### config.mk
export PLATFORM = sky130hd
export DESIGN_NAME = xfmat2axivideo_tx
export DESIGN_NICKNAME = d
export VERILOG_FILES = /design/src/rtl/xfmat2axivideo_tx.sv
export SDC_FILE = /design/constraint.sdc
export NUM_CORES = 1
export LEC_CHECK = 0
export ABC_AREA = 1
export BUFFER_PORTS_ARGS = -buffer_cell sky130_fd_sc_hd__buf_4
export CAP_MARGIN = 30
export CORE_AREA = 2 2 94 96
export CTS_CLUSTER_SIZE = 30
export DETAILED_ROUTE_END_ITERATION = 16
export DIE_AREA = 0 0 96 98
export PLACE_DENSITY = 0.73
export SYNTH_ARGS = -nofsm -noshare
export SYNTH_HDL_FRONTEND = slang
export SYNTH_SLANG_ARGS = --single-unit
### constraint.sdc
create_clock -name ap_clk -period 2.07 [get_ports ap_clk]
set_input_delay 0.1035 -clock ap_clk [delete_from_list [all_inputs] [get_ports ap_clk]]
set_output_delay 0.1035 -clock ap_clk [all_outputs]
set_load 0.01 [all_outputs]
### src/rtl/xfmat2axivideo_tx.sv
// xfMat FIFO to AXI4-Stream video transmitter with ap_ctrl frame handshake.
// Optional macro TX_BLOCK_MON_EN enables the registered stall indications on block_sigs.
module xfmat2axivideo_tx #(
    parameter int DATA_W = 24,
    parameter int ROWS_W = 10,
    parameter int COLS_W = 11
) (
    input  logic              ap_clk,
    input  logic              ap_rst_n,
    input  logic              ap_start,
    output logic              ap_done,
    output logic              ap_idle,
    output logic              ap_ready,
    input  logic [ROWS_W-1:0] rows,
    input  logic [COLS_W-1:0] cols,
    input  logic [DATA_W-1:0] img_dout,
    input  logic              img_empty_n,
    output logic              img_read,
    output logic [DATA_W-1:0] m_axis_video_tdata,
    output logic              m_axis_video_tvalid,
    input  logic              m_axis_video_tready,
    output logic              m_axis_video_tuser,
    output logic              m_axis_video_tlast,
    output logic [1:0]        block_sigs,
    output logic [1:0]        state_dbg
);

    typedef enum logic [1:0] {
        ST_IDLE = 2'd0,
        ST_RUN  = 2'd1,
        ST_DONE = 2'd2
    } state_t;

    state_t state, state_next;

    logic [ROWS_W-1:0] rows_r, row;
    logic [COLS_W-1:0] cols_r, col;
    logic              pix_rem;
    logic [DATA_W-1:0] tdata_r;
    logic              tvalid_r, tuser_r, tlast_r;
    logic              last_col, last_row, accept, load, run;

    // AXIS handshake: a beat transfers on an edge where tvalid & tready; tvalid
    // never drops and tdata/tuser/tlast never change while a beat waits for tready.
    assign run      = (state == ST_RUN);
    assign last_col = (col == cols_r - COLS_W'(1));
    assign last_row = (row == rows_r - ROWS_W'(1));
    assign accept   = tvalid_r & m_axis_video_tready;
    assign load     = run & img_empty_n & (~tvalid_r | m_axis_video_tready) & pix_rem;

    assign img_read            = load;
    assign ap_idle             = (state == ST_IDLE);
    assign ap_done             = (state == ST_DONE);
    assign ap_ready            = (state == ST_DONE);
    assign m_axis_video_tdata  = tdata_r;
    assign m_axis_video_tvalid = tvalid_r;
    assign m_axis_video_tuser  = tuser_r;
    assign m_axis_video_tlast  = tlast_r;
    assign state_dbg           = state;

    always_ff @(posedge ap_clk or negedge ap_rst_n) begin
        if (!ap_rst_n) state <= ST_IDLE;
        else           state <= state_next;
    end

    always_comb begin
        state_next = state;
        case (state)
            ST_IDLE: if (ap_start)
                         state_next = (rows == '0 || cols == '0) ? ST_DONE : ST_RUN;
            ST_RUN:  if (!pix_rem && accept) state_next = ST_DONE;
            ST_DONE: state_next = ST_IDLE;
            default: state_next = ST_IDLE;
        endcase
    end

    always_ff @(posedge ap_clk or negedge ap_rst_n) begin
        if (!ap_rst_n) begin
            rows_r   <= '0;
            cols_r   <= '0;
            row      <= '0;
            col      <= '0;
            pix_rem  <= 1'b0;
            tdata_r  <= '0;
            tvalid_r <= 1'b0;
            tuser_r  <= 1'b0;
            tlast_r  <= 1'b0;
        end else begin
            case (state)
                ST_IDLE: begin
                    if (ap_start) begin
                        rows_r  <= rows;
                        cols_r  <= cols;
                        row     <= '0;
                        col     <= '0;
                        pix_rem <= (rows != '0) && (cols != '0);
                    end
                end
                ST_RUN: begin
                    if (load) begin
                        // A simultaneous accept simply gets overwritten by the new beat.
                        tdata_r  <= img_dout;
                        tvalid_r <= 1'b1;
                        tuser_r  <= (row == '0) && (col == '0);
                        tlast_r  <= last_col;
                        if (last_col) begin
                            col <= '0;
                            row <= row + ROWS_W'(1);
                            if (last_row) pix_rem <= 1'b0;
                        end else begin
                            col <= col + COLS_W'(1);
                        end
                    end else if (accept) begin
                        tvalid_r <= 1'b0;
                    end
                end
                default: ;
            endcase
        end
    end

`ifdef TX_BLOCK_MON_EN
    logic [1:0] block_r;

    // bit0: beat waiting on the sink; bit1: room to load but the FIFO is empty.
    always_ff @(posedge ap_clk or negedge ap_rst_n) begin
        if (!ap_rst_n) begin
            block_r <= 2'b00;
        end else begin
            block_r[0] <= run & tvalid_r & ~m_axis_video_tready;
            block_r[1] <= run & pix_rem & ~img_empty_n & (~tvalid_r | m_axis_video_tready);
        end
    end

    assign block_sigs = block_r;
`else
    assign block_sigs = 2'b00;
`endif

endmodule
# Word level (Yosys, flattened, before mapping)
# Index checks and enable logic that the tools add are counted.
# word_totals
out_inout_bits,35
latch_bits,0
ff_bits,72
mem_bits_ro,0
n_memories,0
word_cells,69
ramBits,0
# classes
mul,0
add_sub_neg,4
reduce_logical,21
shifts,0
n_mux,19
n_bitwise,6
n_lt_le_gt_ge,0
eq_ne,9
div_mod_pow,0
# ops
cell,count
11-bit 2-to-1 mux,3
10-bit 2-to-1 mux,3
11-bit logical NOT,2
11-bit case mux with 2 select lines,1
10-bit logical NOT,2
10-bit case mux with 2 select lines,1
"11-bit by 1-bit adder with 11-bit output, second input constant",1
11-bit equality test,1
11-bit nonzero test,1
"11-bit by 1-bit subtractor with 11-bit output, second input constant",1
"10-bit by 1-bit adder with 10-bit output, second input constant",1
10-bit equality test,1
10-bit nonzero test,1
"10-bit by 1-bit subtractor with 10-bit output, second input constant",1
"2-bit != test, second input constant",4
2-bit AND reduction,4
1-bit 2-to-1 mux,6
2-bit 2-to-1 mux,3
5-bit AND reduction,1
1-bit AND,4
2-bit case mux with 2 select lines,1
4-bit AND reduction,1
2-bit nonzero test,2
1-bit logical AND,3
10 further kinds,10

# Longest topological paths before layout
# Gate-level depths: netlist of run 1.
# depth
word_depth,6
mapped_depth,16
ltp_nobuf,15

# Worst setup path after synthesis of run 1
# Ideal clock, no wire load.
# synth_timing
path_kind,register to register
from,register cols_r[0]
to,register row[4]
setup_time_ns,0.117
slack_ns,0.240
arrival_ns,1.713
stages_incl_launch_ff,17
t_required_ns,1.953
synth_period_minus_slack_ns,1.830
path_cell_list,dfrtp_1 inv_2 ha_1 inv_1 nor2_4 nand3_1 nor2_1 nor2_1 nor2_1 nand2_1 nor2_2 nand3_2 nand2_4 nand2_2 buf_6 nand2_1 nand2_1
# synth_via
elab_chain_len,4
# synth_rtl
element,line,source
from (decl),37,"logic [COLS_W-1:0] cols_r, col;"
from (signal assigned),93,cols_r <= cols;
11-bit by 1-bit subtractor with 11-bit output,46,assign last_col = (col == cols_r - COLS_W'(1));
11-bit equality test,46,
2-bit != test (no line),-,
4-bit AND reduction (no line),-,
to (signal assigned),108,row <= row + ROWS_W'(1);
to (decl),36,"logic [ROWS_W-1:0] rows_r, row;"
# Every way passes these cells.
# A chain may end at the register's enable or synchronous reset.

# Final worst setup path of run 1
# layout_timing
from,register cols_r[0]
to,register row[5]
# The elaborated chain is that of the path after synthesis.

==> flow_results.xml, run 1 <==
<?xml version="1.0" encoding="UTF-8"?>
<metrics>
  <group name="status">
    <metric name="status" unit="">completed</metric>
  </group>
  <group name="floorplan">
    <metric name="ioPinCount" unit="">85</metric>
    <metric name="die_height" unit="µm">98</metric>
    <metric name="design.die.area" unit="µm²">9408</metric>
    <metric name="chipWidth" unit="µm">96</metric>
    <metric name="floorplan.initialDensity" unit="%">48.49</metric>
    <metric name="core_area" unit="µm²">8466</metric>
    <metric name="std_cell_rows" unit="">34</metric>
  </group>
  <group name="global_route">
    <metric name="first_global_vias" unit="">4008</metric>
    <metric name="grt_pass1_wl" unit="mm">17.85</metric>
    <metric name="grt_overflow_total" unit="">0</metric>
    <metric name="grt_antenna_before_repair" unit="">0</metric>
    <metric name="globalRouteTotalUtil" unit="%">23.89</metric>
    <metric name="grt_start_max_net_pins" unit="">43</metric>
  </group>
  <group name="pwr">
    <metric name="total_leakage_power" unit="nW">2.867</metric>
    <metric name="powerDensity" unit="nW/µm²">1271</metric>
    <metric name="vdd_ir_drop_max" unit="mV">0.6337</metric>
  </group>
  <group name="timing">
    <metric name="fmaxAchievable" unit="MHz">490.7</metric>
    <metric name="grt_setup_unrepaired" unit="">true</metric>
    <metric name="timing.final.setup_violations" unit="">0</metric>
    <metric name="final-max-slew-violation-count" unit="">0</metric>
    <metric name="max-slew-margin-rel" unit="%">64.08</metric>
    <metric name="totalNegativeSetupSlack" unit="ns">0</metric>
    <metric name="worstMarginPinSlew" unit="ns">0.5388</metric>
    <metric name="finalHoldViolCount" unit="">0</metric>
    <metric name="finClkSkew" unit="ns">0.01394</metric>
    <metric name="timing.final.crit_period" unit="ns">2.038</metric>
    <metric name="min_period_over_period" unit="%">98.46</metric>
  </group>
  <group name="synthesis">
    <metric name="yosysWarnings" unit="">0</metric>
    <metric name="synth_commonest_cells" unit="">213 x nand2_1, 72 x dfrtp_1, 51 x inv_1</metric>
    <metric name="yosysUniqueCellTypes" unit="">32</metric>
    <metric name="synthesis.area_per_instance" unit="µm²">7.331</metric>
    <metric name="ys_top_cells_by_area" unit="">dfrtp_1 44%, nand2_1 19%, nand3_1 4.9%, inv_1 4.7%, nor2_1 3.7%</metric>
    <metric name="synth-seq-area-share" unit="%">43.89</metric>
    <metric name="yosys_most_used_dff" unit="">dfrtp_1</metric>
    <metric name="synth-seq-cells" unit="">72</metric>
    <metric name="synth-edff-count" unit="">0</metric>
    <metric name="synth_async_sr_flop_share" unit="%">100.0</metric>
    <metric name="yosysMostFrequentCell" unit="">nand2_1</metric>
    <metric name="synth_largest_area_cell" unit="">dfrtp_1</metric>
    <metric name="netlist.area_leader.share" unit="%">43.89</metric>
    <metric name="syn_area" unit="µm²">4105</metric>
    <metric name="syn-instance-count" unit="">560</metric>
  </group>
  <group name="cells_and_area">
    <metric name="multiInputGateArea" unit="µm²">2012</metric>
    <metric name="finalNetCount" unit="">742</metric>
    <metric name="layout.cells.non_filler" unit="">799</metric>
    <metric name="share_of_post_route_cells_with_drive_strength_above_1" unit="%">20.55</metric>
    <metric name="insertedDiodeCount" unit="">0</metric>
    <metric name="area.sequential" unit="µm²">1802</metric>
    <metric name="synthToLayoutAreaGrowth" unit="%">34.62</metric>
    <metric name="layout.filler_cells" unit="">718</metric>
  </group>
  <group name="hold_path">
    <metric name="hold-path-cell-count" unit="">3</metric>
    <metric name="sink_of_the_worst_hold_path" unit="">cols_r[5]$_DFFE_PN0P_</metric>
    <metric name="hold_start" unit="">cols[5]</metric>
    <metric name="hp-class" unit="">input pin to flip-flop</metric>
  </group>
  <group name="drt">
    <metric name="m1WireLength" unit="mm">4.562</metric>
    <metric name="drt.antenna.violating_nets" unit="">0</metric>
    <metric name="dr.max_layer_used" unit="">met4</metric>
    <metric name="initial_drt_pass_iterations" unit="">4</metric>
    <metric name="via_per_inst" unit="">5.068</metric>
    <metric name="route.detailed.wl_per_inst" unit="µm">13.39</metric>
    <metric name="wl_met2" unit="mm">5.433</metric>
    <metric name="total_wire_length" unit="mm">10.70</metric>
    <metric name="detail_route.iter0.violations" unit="">206</metric>
    <metric name="remaining_drc_errors" unit="">0</metric>
    <metric name="routed-via-count" unit="">4049</metric>
    <metric name="met3_length" unit="µm">445</metric>
  </group>
  <group name="clock_tree">
    <metric name="cts_htree_levels" unit="">3</metric>
    <metric name="clock_tree_from_tritoncts" unit="">yes</metric>
    <metric name="numCtsBuffers" unit="">9</metric>
    <metric name="cts.clk_slew.worst_paths" unit="ns">0.09</metric>
    <metric name="cts_sinks" unit="">72</metric>
    <metric name="clkLatencyLatePin" unit="ns">0.36</metric>
    <metric name="cts.path.max_buffers" unit="">2</metric>
    <metric name="clockRootBuffer" unit="">clkbuf_8</metric>
  </group>
  <group name="worst_setup_path">
    <metric name="path_cells" unit="">inv_2 -&gt; ha_4 -&gt; inv_2 -&gt; nor2_4 -&gt; nand3_2 -&gt; nor2_4 -&gt; nor2_1 -&gt; nor2_1 -&gt; nand2_1 -&gt; nor2_2 -&gt; nand3_2 -&gt; nand2_4 -&gt; clkbuf_16 -&gt; nand3_1 -&gt; nand2_1</metric>
    <metric name="cpPeakStageDelay" unit="ns">0.43</metric>
    <metric name="endpoint_kind" unit="">flip-flop</metric>
    <metric name="timing_worst_setup_path_type" unit="">flip-flop to flip-flop</metric>
    <metric name="cpLargestDelayFamily" unit="">simple AND/OR/NAND/NOR gates</metric>
    <metric name="worstPathBufferInverterCount" unit="">3</metric>
    <metric name="crit_path_start_kind" unit="">flip-flop</metric>
    <metric name="r2r.worst_path.cells" unit="">15</metric>
    <metric name="worst-endpoint-required" unit="ns">2.37</metric>
    <metric name="worst-r2r-setup-slack" unit="ns">0.03</metric>
    <metric name="timing.critical_path.fanout_max" unit="">5</metric>
    <metric name="rr_startpoint" unit="">cols_r[0]$_DFFE_PN0P_</metric>
    <metric name="timing.critical_path.slowest_stage_cell" unit="">dfrtp_1</metric>
    <metric name="worst_reg2reg_path_endpoint" unit="">row[5]$_DFFE_PN0P_</metric>
    <metric name="arrival" unit="ns">2.33</metric>
  </group>
  <group name="run">
    <metric name="max-cap-violations" unit="">0</metric>
  </group>
  <group name="placement">
    <metric name="input_output_buffers" unit="">82</metric>
    <metric name="dp_hpwl" unit="mm">7.431</metric>
    <metric name="gp_routability_congestion" unit="">0.8616</metric>
    <metric name="post-place-cells" unit="">737</metric>
  </group>
</metrics>
per-stage QoR:
step / util, % / cell area [µm²] / hold WS, ns / total power, mW / setup slack, ns
after detailed placement: 56.83 / 4811 / 0.1269 / 5.646 / 0.04520
after CTS: 64.00 / 5418 / 0.002472 / 6.790 / 0.01831
after global placement: 56.83 / 4811 / 0.1179 / 5.543 / 0.1701
final: 65.28 / 5527 / 0.0008473 / 7.022 / 0.03191
after floorplan: - / 4109 / -0.1921 / 4.506 / 0.2399
after global routing: 65.28 / 5527 / 0.01434 / 7.590 / -0.1973
cell type report:
cell class                      count  area share [%]
Clock inverter                      7           1.109
Clock buffer                        9           2.241
Multi-Input combinational cell    407           36.40
Timing Repair Buffer              138           21.24
Sequential cell                    72           32.60
Inverter                           58           3.962
Tap cell                          108           2.445
timing repair:
item | in CTS | in global routing
cloned | 0 | 1
endpoints found under the hold margin | 81 | 0
pin swaps | 0 | 8
setup endpoints to repair | 1 | 23
resized for setup | 1 | 15
hold buffers | 42 | 0
setup buffers | 0 | 3
layout by cell type (no fill, tap or decap), types with 3 or more instances in the layout:
cell type and count:
nor2_4 6, inv_1 50, inv_6 3, buf_4 93
a21oi_1 11, dlygate4sd3_1 42, o21ai_0 22, nor2_1 39
xnor2_1 8, nor4_1 7, xor2_1 16, ha_1 5
nor3_1 6, nand3_2 4, nand4_1 9, dfrtp_1 72
nand3_1 38, inv_2 7, nand3b_1 4, nor2_2 4
clkbuf_8 9, nand2_2 5, nand2_1 212
tightest hold or removal path, delay by kind of cell:
| kind | cells | cell delay [ns] |
|---|---|---|
| AO/OA/AOI/OAI | 1 | 0.07 |
| buffers and inverters | 1 | 0.09 |
| AND/OR/NAND/NOR | 1 | 0.04 |
sequential cells by signal, indices dropped and copies added (netlist names):
name and cells:
rows_r 10, m_axis_video_tlast 1, cols_r 11, row 10
pix_rem 1, state_dbg 2, m_axis_video_tuser 1, col 11
m_axis_video_tdata 24, m_axis_video_tvalid 1
routing by layer:
layer | global-route usage, % | vias up
met3 | 3.935 | 24
met2 | 40.92 | 123
met4 | 8.022 | 0
met1 | 30.27 | 1902
met5 | 0 | -
li1 | - | 2000
cell families (layout without fill, tap and decap cells):
kind of cell,Yosys count,count (layout),synth area share [%]
other,1,2,0.09135
xor gates and xnor gates,25,25,5.669
and+or+nand+nor,337,337,35.60
AOI/OAI and AO/OA,37,37,4.602
DFF,72,72,43.89
adders and majority gates,6,6,1.829
buffers and inverters,82,212,8.320
where the power goes:
| group | total [mW] | switching (mW) | internal [mW] |
|---|---|---|---|
| registers | 2.38 | 0.469 | 1.91 |
| logic | 3.58 | 2.06 | 1.51 |
| clock network | 1.07 | 0.608 | 0.458 |
worst max path at each step:
stage / from / slack (ns) / end / cells after the start
final: cols_r[0]$_DFFE_PN0P_ / 0.03 / row[5]$_DFFE_PN0P_ / 15
after global routing: cols_r[0]$_DFFE_PN0P_ / -0.20 / row[7]$_DFFE_PN0P_ / 15
after CTS: cols_r[0]$_DFFE_PN0P_ / 0.02 / row[4]$_DFFE_PN0P_ / 15
after detailed placement: cols_r[0]$_DFFE_PN0P_ / 0.05 / row[4]$_DFFE_PN0P_ / 15
after global placement: cols_r[0]$_DFFE_PN0P_ / 0.17 / pix_rem$_DFFE_PN0P_ / 15
after floorplan: cols_r[0]$_DFFE_PN0P_ / 0.24 / row[4]$_DFFE_PN0P_ / 16
Power figures use the tool's default switching activity.
==> run 2: changes to the inputs <==
==> config.mk (replaced) <==
export PLATFORM = sky130hd
export DESIGN_NAME = xfmat2axivideo_tx
export DESIGN_NICKNAME = d
export VERILOG_FILES = /design/src/rtl/xfmat2axivideo_tx.sv
export SDC_FILE = /design/constraint.sdc
export NUM_CORES = 1
export LEC_CHECK = 0
export BUFFER_PORTS_ARGS = -buffer_cell sky130_fd_sc_hd__buf_4
export CAP_MARGIN = 30
export CORE_AREA = 2 2 93 95
export CTS_CLUSTER_SIZE = 30
export DETAILED_ROUTE_END_ITERATION = 16
export DIE_AREA = 0 0 95 97
export PLACE_DENSITY = 0.72
export SYNTH_ARGS = -nofsm -noshare
export SYNTH_HDL_FRONTEND = slang
export SYNTH_SLANG_ARGS = --single-unit
==> run 2 against run 1 <==
Against the previous run: the run now ends with setup timing left; via count fell by 2.0%; register-to-register slack got worse by 0.60 ns; design area rose by 5.7%; non-clock buffer count rose by 44; total power rose by 1.7%; flip-flop and latch count did not move; count of clock-buffer cells in the layout rose by 1; first-iteration DRC count fell by 10%; worst setup slack got worse by 0.60 ns; sequential power fell by 2%; combinational power barely moved; die area fell by 2.1%.
==> flow_results.xml, run 2 <==
<?xml version="1.0" encoding="UTF-8"?>
<metrics>
  <group name="synthesis">
    <metric name="netlist.area_leader.share" unit="%">45.34</metric>
    <metric name="synthesis.area_per_instance" unit="µm²">8.455</metric>
    <metric name="yosys_most_used_dff" unit="">dfrtp_1</metric>
    <metric name="ys_top_cells_by_area" unit="">dfrtp_1 45%, nand2_1 14%, xnor2_1 4.0%, xor2_1 2.6%, nor2_1 2.4%</metric>
    <metric name="synth-seq-cells" unit="">72</metric>
    <metric name="yosysUniqueCellTypes" unit="">57</metric>
    <metric name="yosysWarnings" unit="">0</metric>
    <metric name="synth_async_sr_flop_share" unit="%">100.0</metric>
    <metric name="yosysMostFrequentCell" unit="">nand2_1</metric>
    <metric name="synth_commonest_cells" unit="">146 x nand2_1, 72 x dfrtp_1, 25 x nor2_1</metric>
    <metric name="synth_largest_area_cell" unit="">dfrtp_1</metric>
    <metric name="synth-seq-area-share" unit="%">45.34</metric>
    <metric name="syn-instance-count" unit="">470</metric>
    <metric name="syn_area" unit="µm²">3974</metric>
    <metric name="synth-edff-count" unit="">0</metric>
  </group>
  <group name="cells_and_area">
    <metric name="mostFrequentLayoutCells" unit="">145 x nand2_1, 129 x buf_4, 72 x dfrtp_1</metric>
    <metric name="utilization" unit="%">71.82</metric>
    <metric name="final_common_cell" unit="">nand2_1</metric>
    <metric name="insertedDiodeCount" unit="">0</metric>
    <metric name="synthToLayoutAreaGrowth" unit="%">47.01</metric>
    <metric name="layout.filler_cells" unit="">602</metric>
    <metric name="finalNetCount" unit="">696</metric>
    <metric name="flip_flop_count_of_the_largest_register_after_layout" unit="">24</metric>
    <metric name="share_of_post_route_cells_with_drive_strength_above_1" unit="%">28.06</metric>
    <metric name="postLayoutCellArea" unit="µm²">5842</metric>
    <metric name="layout.cells.non_filler" unit="">750</metric>
  </group>
  <group name="global_route">
    <metric name="grt_start_max_net_pins" unit="">73</metric>
    <metric name="globalRouteTotalUtil" unit="%">25.17</metric>
    <metric name="grt_overflow_total" unit="">0</metric>
    <metric name="grt_antenna_before_repair" unit="">0</metric>
    <metric name="first_global_vias" unit="">4003</metric>
    <metric name="grt_pass1_wl" unit="mm">18.42</metric>
  </group>
  <group name="drt">
    <metric name="via_per_inst" unit="">5.288</metric>
    <metric name="total_wire_length" unit="mm">11.16</metric>
    <metric name="initial_drt_pass_iterations" unit="">5</metric>
    <metric name="remaining_drc_errors" unit="">0</metric>
    <metric name="detail_route.iter0.violations" unit="">185</metric>
    <metric name="drt.antenna.violating_nets" unit="">0</metric>
    <metric name="routed-via-count" unit="">3966</metric>
    <metric name="route.detailed.wl_per_inst" unit="µm">14.88</metric>
  </group>
  <group name="clock_tree">
    <metric name="cts.path.max_buffers" unit="">2</metric>
    <metric name="clock_tree_from_tritoncts" unit="">yes</metric>
    <metric name="clkLatencyLatePin" unit="ns">0.36</metric>
    <metric name="cts.clk_slew.worst_paths" unit="ns">0.08</metric>
    <metric name="numCtsBuffers" unit="">9</metric>
    <metric name="cts_htree_levels" unit="">3</metric>
    <metric name="clockRootBuffer" unit="">clkbuf_8</metric>
    <metric name="cts_sinks" unit="">72</metric>
  </group>
  <group name="timing">
    <metric name="min_period_over_period" unit="%">127.4</metric>
    <metric name="finalHoldViolCount" unit="">0</metric>
    <metric name="finClkSkew" unit="ns">0.009320</metric>
    <metric name="post-route-worst-setup-slack" unit="ns">-0.5675</metric>
    <metric name="final-max-slew-violation-count" unit="">0</metric>
    <metric name="timing.final.crit_period" unit="ns">2.638</metric>
    <metric name="worstMarginPinSlew" unit="ns">0.9212</metric>
    <metric name="grt_setup_unrepaired" unit="">true</metric>
    <metric name="holdWs" unit="ns">0.03263</metric>
    <metric name="max-slew-margin-rel" unit="%">38.59</metric>
    <metric name="timing.final.setup_violations" unit="">23</metric>
    <metric name="fmaxAchievable" unit="MHz">379.1</metric>
  </group>
  <group name="floorplan">
    <metric name="design.die.area" unit="µm²">9215</metric>
    <metric name="die_height" unit="µm">97</metric>
    <metric name="std_cell_rows" unit="">33</metric>
    <metric name="floorplan.initialDensity" unit="%">48.85</metric>
    <metric name="ioPinCount" unit="">85</metric>
    <metric name="core_area" unit="µm²">8134</metric>
    <metric name="chipWidth" unit="µm">95</metric>
  </group>
  <group name="worst_setup_path">
    <metric name="arrival" unit="ns">2.86</metric>
    <metric name="worst-endpoint-required" unit="ns">2.29</metric>
    <metric name="timing.critical_path.fanout_max" unit="">5</metric>
    <metric name="r2r.worst_path.cells" unit="">10</metric>
    <metric name="endpoint_kind" unit="">flip-flop</metric>
    <metric name="timing_worst_setup_path_type" unit="">flip-flop to flip-flop</metric>
    <metric name="crit_path_start_kind" unit="">flip-flop</metric>
  </group>
  <group name="placement">
    <metric name="post-place-cells" unit="">682</metric>
    <metric name="dp_hpwl" unit="mm">7.216</metric>
    <metric name="gp_routability_congestion" unit="">0.8658</metric>
    <metric name="input_output_buffers" unit="">82</metric>
    <metric name="placed_cell_area" unit="µm²">4994</metric>
  </group>
  <group name="run">
    <metric name="max-cap-violations" unit="">0</metric>
  </group>
  <group name="status">
    <metric name="status" unit="">complete, but fails checks</metric>
    <metric name="violations_in_the_final_reports" unit="">setup timing</metric>
  </group>
  <group name="pwr">
    <metric name="vdd_ir_drop_max" unit="mV">0.6934</metric>
    <metric name="total_leakage_power" unit="nW">2.783</metric>
    <metric name="powerDensity" unit="nW/µm²">1222</metric>
  </group>
  <group name="hold_path">
    <metric name="hold-path-cell-count" unit="">4</metric>
    <metric name="hp-class" unit="">input pin to flip-flop</metric>
  </group>
</metrics>
## run 2: cell types whose count changed in the layout (fill, tap and decap cells not counted), sizes merged, moves of 5 or more
cell,delta
inv,-42
a21oi,+5
xnor2,+10
buf,+41
or3,+10
nand2,-73
a31oi,+5
nand3,-28
nor2,-24
## run 2: metal layers
metal  wire, µm  global-route usage (%)  vias to the layer above
met5          0                       0                        -
li1           -                       -                     1916
met4        221                   9.142                        0
met3        369                   4.595                       17
met1       4555                   31.35                     1944
met2       6015                   43.10                       89
## run 2: cell type report
cell class | instances | area [µm²] | share of cell area [%]
inverters | 18 | 67.56 | 1.157
repair buffers | 182 | 1508 | 25.81
well taps | 105 | 131.4 | 2.249
clock buffers | 10 | 127.6 | 2.185
clock inverters | 6 | 90.09 | 1.542
multi-input cells | 357 | 2116 | 36.22
flip-flops and latches | 72 | 1802 | 30.84
## run 2: what timing repair did
item	CTS	global route
setup endpoints to repair	24	24
gates cloned	1	0
hold buffers	46	0
setup buffers	3	2
pin swaps	6	3
endpoints found under the hold margin	117	0
resized for setup	15	15
## run 2: metrics by stage
step           setup slack (ns)  power [mW]  TNS (ns)
6_report                -0.5675       7.141    -11.35
5_1_grt                 -0.6712       7.617    -13.72
4_1_cts                 -0.5541       7.033    -10.34
3_5_place_dp            -0.6470       5.609    -12.13
3_3_place_gp            -0.5436       5.490    -10.57
2_1_floorplan           -0.5752       4.206    -8.863
## run 2: power breakdown
part	switching (mW)	leakage (nW)	internal, mW	total (mW)
Combinational	1.82	1.75	1.74	3.56
Clock	0.570	0.107	0.686	1.26
Sequential	0.439	0.926	1.89	2.33
## run 2: final timing paths
check                      slack (ns)                            endpoint                               start
setup / recovery                -0.57                  row[7]$_DFFE_PN0P_               cols_r[0]$_DFFE_PN0P_
hold / removal                   0.03     m_axis_video_tvalid$_DFFE_PN0P_                 m_axis_video_tready
setup reg to reg                -0.57                  row[7]$_DFFE_PN0P_               cols_r[0]$_DFFE_PN0P_
hold reg to reg                  0.48  m_axis_video_tdata[16]$_DFFE_PN0P_  m_axis_video_tdata[16]$_DFFE_PN0P_
max in group asynchronous        1.06                  row[2]$_DFFE_PN0P_                            ap_rst_n
min in group asynchronous        0.41               cols_r[8]$_DFFE_PN0P_                            ap_rst_n
## run 2: logic make-up (layout without fill, tap and decap cells)
kind of cell	count (synthesis)	in the layout	synth area share [%]
AND/OR/NAND/NOR	248	248	29.44
flip-flops	72	72	45.34
AO/OA/AOI/OAI	69	69	11.62
buffers and inverters	42	216	4.471
XOR/XNOR	30	30	6.612
adder cells (fa/ha/maj)	6	6	1.889
multiplexers	2	2	0.5353
other	1	2	0.09437
## run 2: worst max-delay path: stages (launching register included)
cell	delay (ns)
dfrtp_1	0.40
inv_2	0.09
ha_4	0.20
xnor2_1	0.11
a211o_1	0.22
or4_4	0.42
a2111oi_4	0.26
buf_4	0.19
nand3_4	0.10
o41ai_1	0.38
a21oi_1	0.12
